$ cat src/rtl/comparator_pkg.sv
`default_nettype none
// ============================================================================
//  Module      : comparator_pkg
//  Description : Shared types and constants for the bit-serial comparator
//                accumulator: FSM state encoding and one-hot verdict codes
//                ordered {eq, gt, lt}.
//  Revision    : 1.0 - initial release
// ============================================================================
package comparator_pkg;

    // Accumulator controller states, binary encoded
    typedef enum logic [1:0] {
        IDLE  = 2'd0,
        ACCUM = 2'd1,
        RESP  = 2'd2
    } state_t;

    // Word verdict, bit order matches the e,g,l input ordering
    typedef logic [2:0] res_t;

    localparam res_t RES_NONE = 3'b000;
    localparam res_t RES_EQ   = 3'b100;
    localparam res_t RES_GT   = 3'b010;
    localparam res_t RES_LT   = 3'b001;

    // True when exactly one of the three per-bit indications is set
    function automatic logic is_onehot3(input logic e, input logic g, input logic l);
        return ({e, g, l} == RES_EQ) || ({e, g, l} == RES_GT) || ({e, g, l} == RES_LT);
    endfunction

endpackage : comparator_pkg
`default_nettype wire

$ cat src/rtl/comparator_bit_counter.sv
`default_nettype none
// ============================================================================
//  Module      : comparator_bit_counter
//  Description : Counts accepted bit results of one comparison. Cleared on
//                start, saturates at N. Flags the last bit position (N-1)
//                and the terminal count (N).
//  Revision    : 1.0 - initial release
// ============================================================================
module comparator_bit_counter #(
    parameter int N = 8
) (
    input  logic clk,
    input  logic rst_n,
    input  logic clr,
    input  logic inc,
    output logic last,
    output logic term
);

    localparam int CW = $clog2(N + 1);

    logic [CW-1:0] r_cnt;

    // Bit counter: clear has priority, increment stops at N so it never wraps
    always_ff @(posedge clk) begin
        if (!rst_n) begin
            r_cnt <= '0;
        end else if (clr) begin
            r_cnt <= '0;
        end else if (inc && !term) begin
            r_cnt <= r_cnt + CW'(1);
        end
    end

    assign last = (r_cnt == CW'(N - 1));
    assign term = (r_cnt == CW'(N));

endmodule : comparator_bit_counter
`default_nettype wire

$ cat src/rtl/comparator_serial_accum.sv
`default_nettype none
// ============================================================================
//  Module      : comparator_serial_accum
//  Description : Bit-serial magnitude comparator accumulator. Folds MSB-first
//                per-bit eq/gt/lt results into one word verdict returned over
//                a valid/ready handshake. All outputs are registered.
//                Optional illegal-input checking: COMP_SERIAL_ERR_CHECK_EN.
//  Revision    : 1.0 - initial release
// ============================================================================
module comparator_serial_accum
    import comparator_pkg::*;
#(
    parameter int N = 8
) (
    input  logic clk,
    input  logic rst_n,
    input  logic start,
    input  logic bit_valid,
    input  logic e_in,
    input  logic g_in,
    input  logic l_in,
    output logic busy,
    output logic res_valid,
    input  logic res_ready,
    output logic eq,
    output logic gt,
    output logic lt,
    output logic err
);

    state_t r_state;
    state_t w_state_nxt;
    logic   r_decided;
    logic   w_decided_nxt;
    logic   r_gt;
    logic   w_gt_nxt;
    logic   r_lt;
    logic   w_lt_nxt;
    logic   r_busy;
    logic   r_res_valid;
    res_t   r_res;
    res_t   w_res_nxt;
    logic   w_accept;
    logic   w_xfer;
    logic   w_start_acc;
    logic   w_last;
    logic   w_term;

    comparator_bit_counter #(
        .N (N)
    ) u_bit_counter (
        .clk   (clk),
        .rst_n (rst_n),
        .clr   (w_start_acc),
        .inc   (w_accept),
        .last  (w_last),
        .term  (w_term)
    );

    // Next-state, verdict latch update and next registered outputs
    always_comb begin
        w_state_nxt   = r_state;
        w_decided_nxt = r_decided;
        w_gt_nxt      = r_gt;
        w_lt_nxt      = r_lt;
        w_res_nxt     = RES_NONE;
        w_xfer        = (r_state == RESP) && res_ready;
        w_accept      = (r_state == ACCUM) && bit_valid && !w_term;
        w_start_acc   = start && ((r_state == IDLE) || w_xfer);

        case (r_state)
            IDLE: begin
                if (start) begin
                    w_state_nxt   = ACCUM;
                    w_decided_nxt = 1'b0;
                    w_gt_nxt      = 1'b0;
                    w_lt_nxt      = 1'b0;
                end
            end
            ACCUM: begin
                if (w_accept) begin
                    // First differing bit decides; g wins over l, anything else is "equal"
                    if (!r_decided && (g_in || l_in)) begin
                        w_decided_nxt = 1'b1;
                        w_gt_nxt      = g_in;
                        w_lt_nxt      = !g_in;
                    end
                    if (w_last) begin
                        w_state_nxt = RESP;
                    end
                end
            end
            RESP: begin
                if (res_ready) begin
                    if (start) begin
                        w_state_nxt   = ACCUM;
                        w_decided_nxt = 1'b0;
                        w_gt_nxt      = 1'b0;
                        w_lt_nxt      = 1'b0;
                    end else begin
                        w_state_nxt = IDLE;
                    end
                end
            end
            default: begin
                w_state_nxt = IDLE;
            end
        endcase

        if (w_state_nxt == RESP) begin
            if (!w_decided_nxt) begin
                w_res_nxt = RES_EQ;
            end else if (w_gt_nxt) begin
                w_res_nxt = RES_GT;
            end else begin
                w_res_nxt = RES_LT;
            end
        end
    end

    // State, verdict latches and registered outputs
    always_ff @(posedge clk) begin
        if (!rst_n) begin
            r_state     <= IDLE;
            r_decided   <= 1'b0;
            r_gt        <= 1'b0;
            r_lt        <= 1'b0;
            r_busy      <= 1'b0;
            r_res_valid <= 1'b0;
            r_res       <= RES_NONE;
        end else begin
            r_state     <= w_state_nxt;
            r_decided   <= w_decided_nxt;
            r_gt        <= w_gt_nxt;
            r_lt        <= w_lt_nxt;
            r_busy      <= (w_state_nxt != IDLE);
            r_res_valid <= (w_state_nxt == RESP);
            r_res       <= w_res_nxt;
        end
    end

    assign busy      = r_busy;
    assign res_valid = r_res_valid;
    assign eq        = r_res[2];
    assign gt        = r_res[1];
    assign lt        = r_res[0];

`ifdef COMP_SERIAL_ERR_CHECK_EN
    logic r_err;

    // Sticky flag for accepted bits that are not exactly one-hot
    always_ff @(posedge clk) begin
        if (!rst_n) begin
            r_err <= 1'b0;
        end else if (w_start_acc) begin
            r_err <= 1'b0;
        end else if (w_accept && !is_onehot3(e_in, g_in, l_in)) begin
            r_err <= 1'b1;
        end
    end

    assign err = r_err;
`else
    // e_in only feeds the checker; equal is implied when g and l are low
    logic w_unused_e;
    assign w_unused_e = e_in;
    assign err        = 1'b0;
`endif

endmodule : comparator_serial_accum
`default_nettype wire

$ cat config.mk
export PLATFORM = sky130hd
export DESIGN_NAME = comparator_serial_accum
export DESIGN_NICKNAME = d
export VERILOG_FILES = /design/src/rtl/comparator_pkg.sv /design/src/rtl/comparator_bit_counter.sv /design/src/rtl/comparator_serial_accum.sv
export SDC_FILE = /design/constraint.sdc
export NUM_CORES = 1
export LEC_CHECK = 0
export CORE_AREA = 2 2 39 41
export DETAILED_ROUTE_END_ITERATION = 16
export DIE_AREA = 0 0 41 43
export GPL_ROUTABILITY_DRIVEN = 0
export PLACE_DENSITY = 0.73
export SYNTH_ARGS = -nofsm -noshare
export SYNTH_HDL_FRONTEND = slang
export SYNTH_SLANG_ARGS = --single-unit
$ cat constraint.sdc
create_clock -name clk -period 2.9 [get_ports clk]
set_input_delay 0.58 -clock clk [delete_from_list [all_inputs] [get_ports clk]]
set_output_delay 0.58 -clock clk [all_outputs]
set_load 0.05 [all_outputs]
==> run summary <==
==========================================================================================
Complex-gate fraction of the synthesized area                                        0.122
Max-capacitance violation count                                                          0
Placeable Area                                                                  1380 sq um
Wire length of the first global-routing pass                                       1.86 mm
Count of clock tree sinks                                                               13
Number of antenna violations at the first check in global routing                        0
Filler-free cell count of the finished design                                           93
Setup TNS                                                                             0 ns
Relative max-transition margin                                                       0.665
Final antenna-violating net count                                                        0
Number of buffers inserted during clock tree synthesis                                   3
Start-to-end type of the worst setup path                                     register to output port
Largest net degree at the start of global routing                                        8
Longest individual stage delay on the worst path                                   0.80 ns
Total via count after detailed routing                                                 469
Average size of a mapped cell                                                   9.47 sq um
Dominant register cell in the synthesized netlist                                  dfxtp_1
Cell count after synthesis                                                              63
TritonCTS clock tree                                                                   yes
H-tree Lvls                                                                              1
Unrepaired setup endpoints after global routing                                      false
DR WL/cell                                                                         11.1 um
Final Skew                                                                     0.000893 ns
Crit-path max FO                                                                         1
Final non-filler cell area                                                       746 sq um
Fraction of the mapped netlist area in simple logic gates                            0.277
Grt ovf                                                                                  0
DRC Markers                                                                              0
Post-DR vias/cell                                                                     5.04
Share of synthesized cell area in full adder, half adder and majority cells         0.0419
Hold buffer count at CTS                                                                 0
Count of nets after finishing                                                           88
Leakage power                                                                     0.321 nW
Worst IR Drop VDD                                                                 0.273 mV
Reg2Reg Setup Slack                                                                1.50 ns
Highest achievable clock rate                                                    0.508 GHz
Required arrival time at the worst endpoint                                        2.32 ns
Clock Latency Late Sink                                                            0.28 ns
Clock group share of total power                                                     0.330
Cell type of the slowest stage on the worst timing path                       clkdlybuf4s50_1
Kind of cell adding the most delay to the critical path                       buffers and inverters
Sequential cell area fraction in the yosys report                                    0.436
Die Ht                                                                               43 um
Worst setup SP type                                                               register
Number of rows in the core area                                                         14
Net Sw Frac                                                                          0.252
Count of inserted antenna diode cells                                                    0
Share of async-settable or async-resettable flops after synthesis                        0
Xor-xnor portion of the synthesized cell area                                       0.0440
Final number of hold-violating endpoints                                                 0
Leading post-synthesis cells by cell area                                     dfxtp_1 44%, nor2_1 4.4%, ha_1 4.2%
Die Footprint                                                                   1760 sq um
Setup bufs post-CTS                                                                      0
Critical path data arrival time                                                    1.39 ns
Number of global-route vias before repair                                              428
Total Routing Usage GR                                                               0.164
Top cell type's share of synthesized area                                            0.436
Total power density per cell area                                              458 nW/um^2
Distinct cell type count after synthesis                                                27
Count of flip-flops with a built-in enable after synthesis                               0
Top-level port count                                                                    14
Post-placement cell area                                                         719 sq um
Number of buffers added on ports                                                        11
Result of the run                                                             finished, final reports clean
Sequential cell fraction of total power                                              0.543
Synth cell count leaders                                                      13 x dfxtp_1, 7 x nor2_1, 6 x inv_1
Register clock-pin slew on the reported worst setup and hold paths                 0.08 ns
List of cells traversed by the critical path                                  clkdlybuf4s50_1
Count leader, synth                                                                dfxtp_1
Layout cell share with drive strength beyond 1                                       0.130
Post-synthesis mux area share                                                       0.0168
Period minus WS final                                                              1.97 ns
Maximum clock insertion buffer count                                                     2
Buffer and inverter count on the worst path                                              1
Cell taking the most area after synthesis                                          dfxtp_1
Dominant combinational cell family by area after synthesis                    simple AND/OR/NAND/NOR gates
Logic gate share of total power                                                      0.127
Measured slew at the worst slew-check pin                                         0.500 ns
Cell area after synthesis                                                        597 sq um
Number of setup violations in the final report                                           0
Starting density of the core                                                         0.431
Sw Pwr                                                                           0.0861 mW
Syn nets                                                                                73
Clk root buf                                                                      clkbuf_4
Setup crit end kind                                                            output port
Number of detailed-route iterations in the first pass                                    4
Final critical-path share of the clock period                                        0.679
Number of gates resized after cts                                                        0
Number of register bits inferred by synthesis                                           13
Worst hold path type                                                          register to register
HPWL after DPL                                                                      789 um
Internal power                                                                    0.256 mW
Total length of routed wires                                                       1.03 mm
Dpl cells                                                                               89
Warning count from the yosys run                                                         0
Count of pins over their slew limit                                                      0
Starting DRC count in detailed routing                                                   6
Synthesis-to-finish area growth                                                      24.9%
Die width                                                                            41 um
==========================================================================================
-- metal layers --
metal,track usage,up-vias,wire length [um]
met3,0.0314,4,37
met2,0.209,13,474
met4,0.140,0,36
li1,-,235,-
met5,0,-,0
met1,0.224,217,480
-- stage by stage --
step | worst slack (ns) | hold slack [ns] | util | total power, mW
after floorplan | 1.58 | 0.484 | - | 0.218
after global placement | 0.948 | 0.516 | 0.520 | 0.233
after detailed placement | 0.943 | 0.525 | 0.520 | 0.234
after CTS | 0.915 | 0.548 | 0.539 | 0.346
after global routing | 0.892 | 0.590 | 0.539 | 0.361
final | 0.930 | 0.554 | 0.539 | 0.342
-- cells in the final DEF (no fill, tap or decap), types with 2 or more instances in the layout --
cell type | netlist | layout
a21oi_1 | 2 | 2
and2_1 | 3 | 3
clkbuf_4 | 0 | 3
clkdlybuf4s50_1 | 0 | 11
dfxtp_1 | 13 | 13
ha_1 | 2 | 2
inv_1 | 6 | 6
nand2_1 | 5 | 5
nand2b_1 | 2 | 2
nand3b_1 | 3 | 3
nand4_1 | 2 | 2
nor2_1 | 7 | 7
xor2_1 | 2 | 2
-- layout make-up --
type,instances,area [sq um]
repair buffers,11,110
fillers,140,638
flip-flops and latches,13,260
well taps,16,20.0
multi-input cells,42,303
clock buffers,4,26.3
inverters,7,26.3
-- kinds of logic (layout without fill, tap and decap cells) --
logic type,count (synthesis),in the layout
AOI/OAI and AO/OA,8,8
xor gates and xnor gates,3,3
adders and majority gates,2,2
buffers and inverters,8,22
DFF,13,13
muxes,1,1
other,1,1
and+or+nand+nor,27,27
-- state kept, by name, indices dropped and copies added (netlist names) --
name / cells
r_gt: 1
busy: 1
r_state: 2
u_bit_counter.r_cnt: 4
r_decided: 1
res_valid: 1
r_res: 3
-- power by group through the flow --
stage	Combinational, mW	Clock (mW)	Sequential [mW]
finish	0.0434	0.113	0.186
global route	0.0481	0.126	0.187
CTS	0.0436	0.117	0.186
detailed placement	0.0434	0	0.190
global placement	0.0428	0	0.190
floorplan	0.0243	0	0.194
-- worst reg2reg max path: cells and delay by family, from the launching register on --
family,cells,cell delay [ns]
simple gates,3,0.48
fa+ha+maj,1,0.20
compound gates,1,0.23
buf+inv,1,0.08
flops,1,0.36
-- path summary, 6_finish.rpt --
check,start,to,cells after the start
worst max register to register,u_bit_counter.r_cnt[0]$_SDFFE_PP0P_,r_res[1]$_SDFF_PN0_,6
worst max-delay path,r_res[0]$_SDFF_PN0_,lt,1
worst min-delay path,u_bit_counter.r_cnt[3]$_SDFFE_PP0P_,u_bit_counter.r_cnt[3]$_SDFFE_PP0P_,2
worst min register to register,u_bit_counter.r_cnt[3]$_SDFFE_PP0P_,u_bit_counter.r_cnt[3]$_SDFFE_PP0P_,2
(Power assumes the default switching activity.)
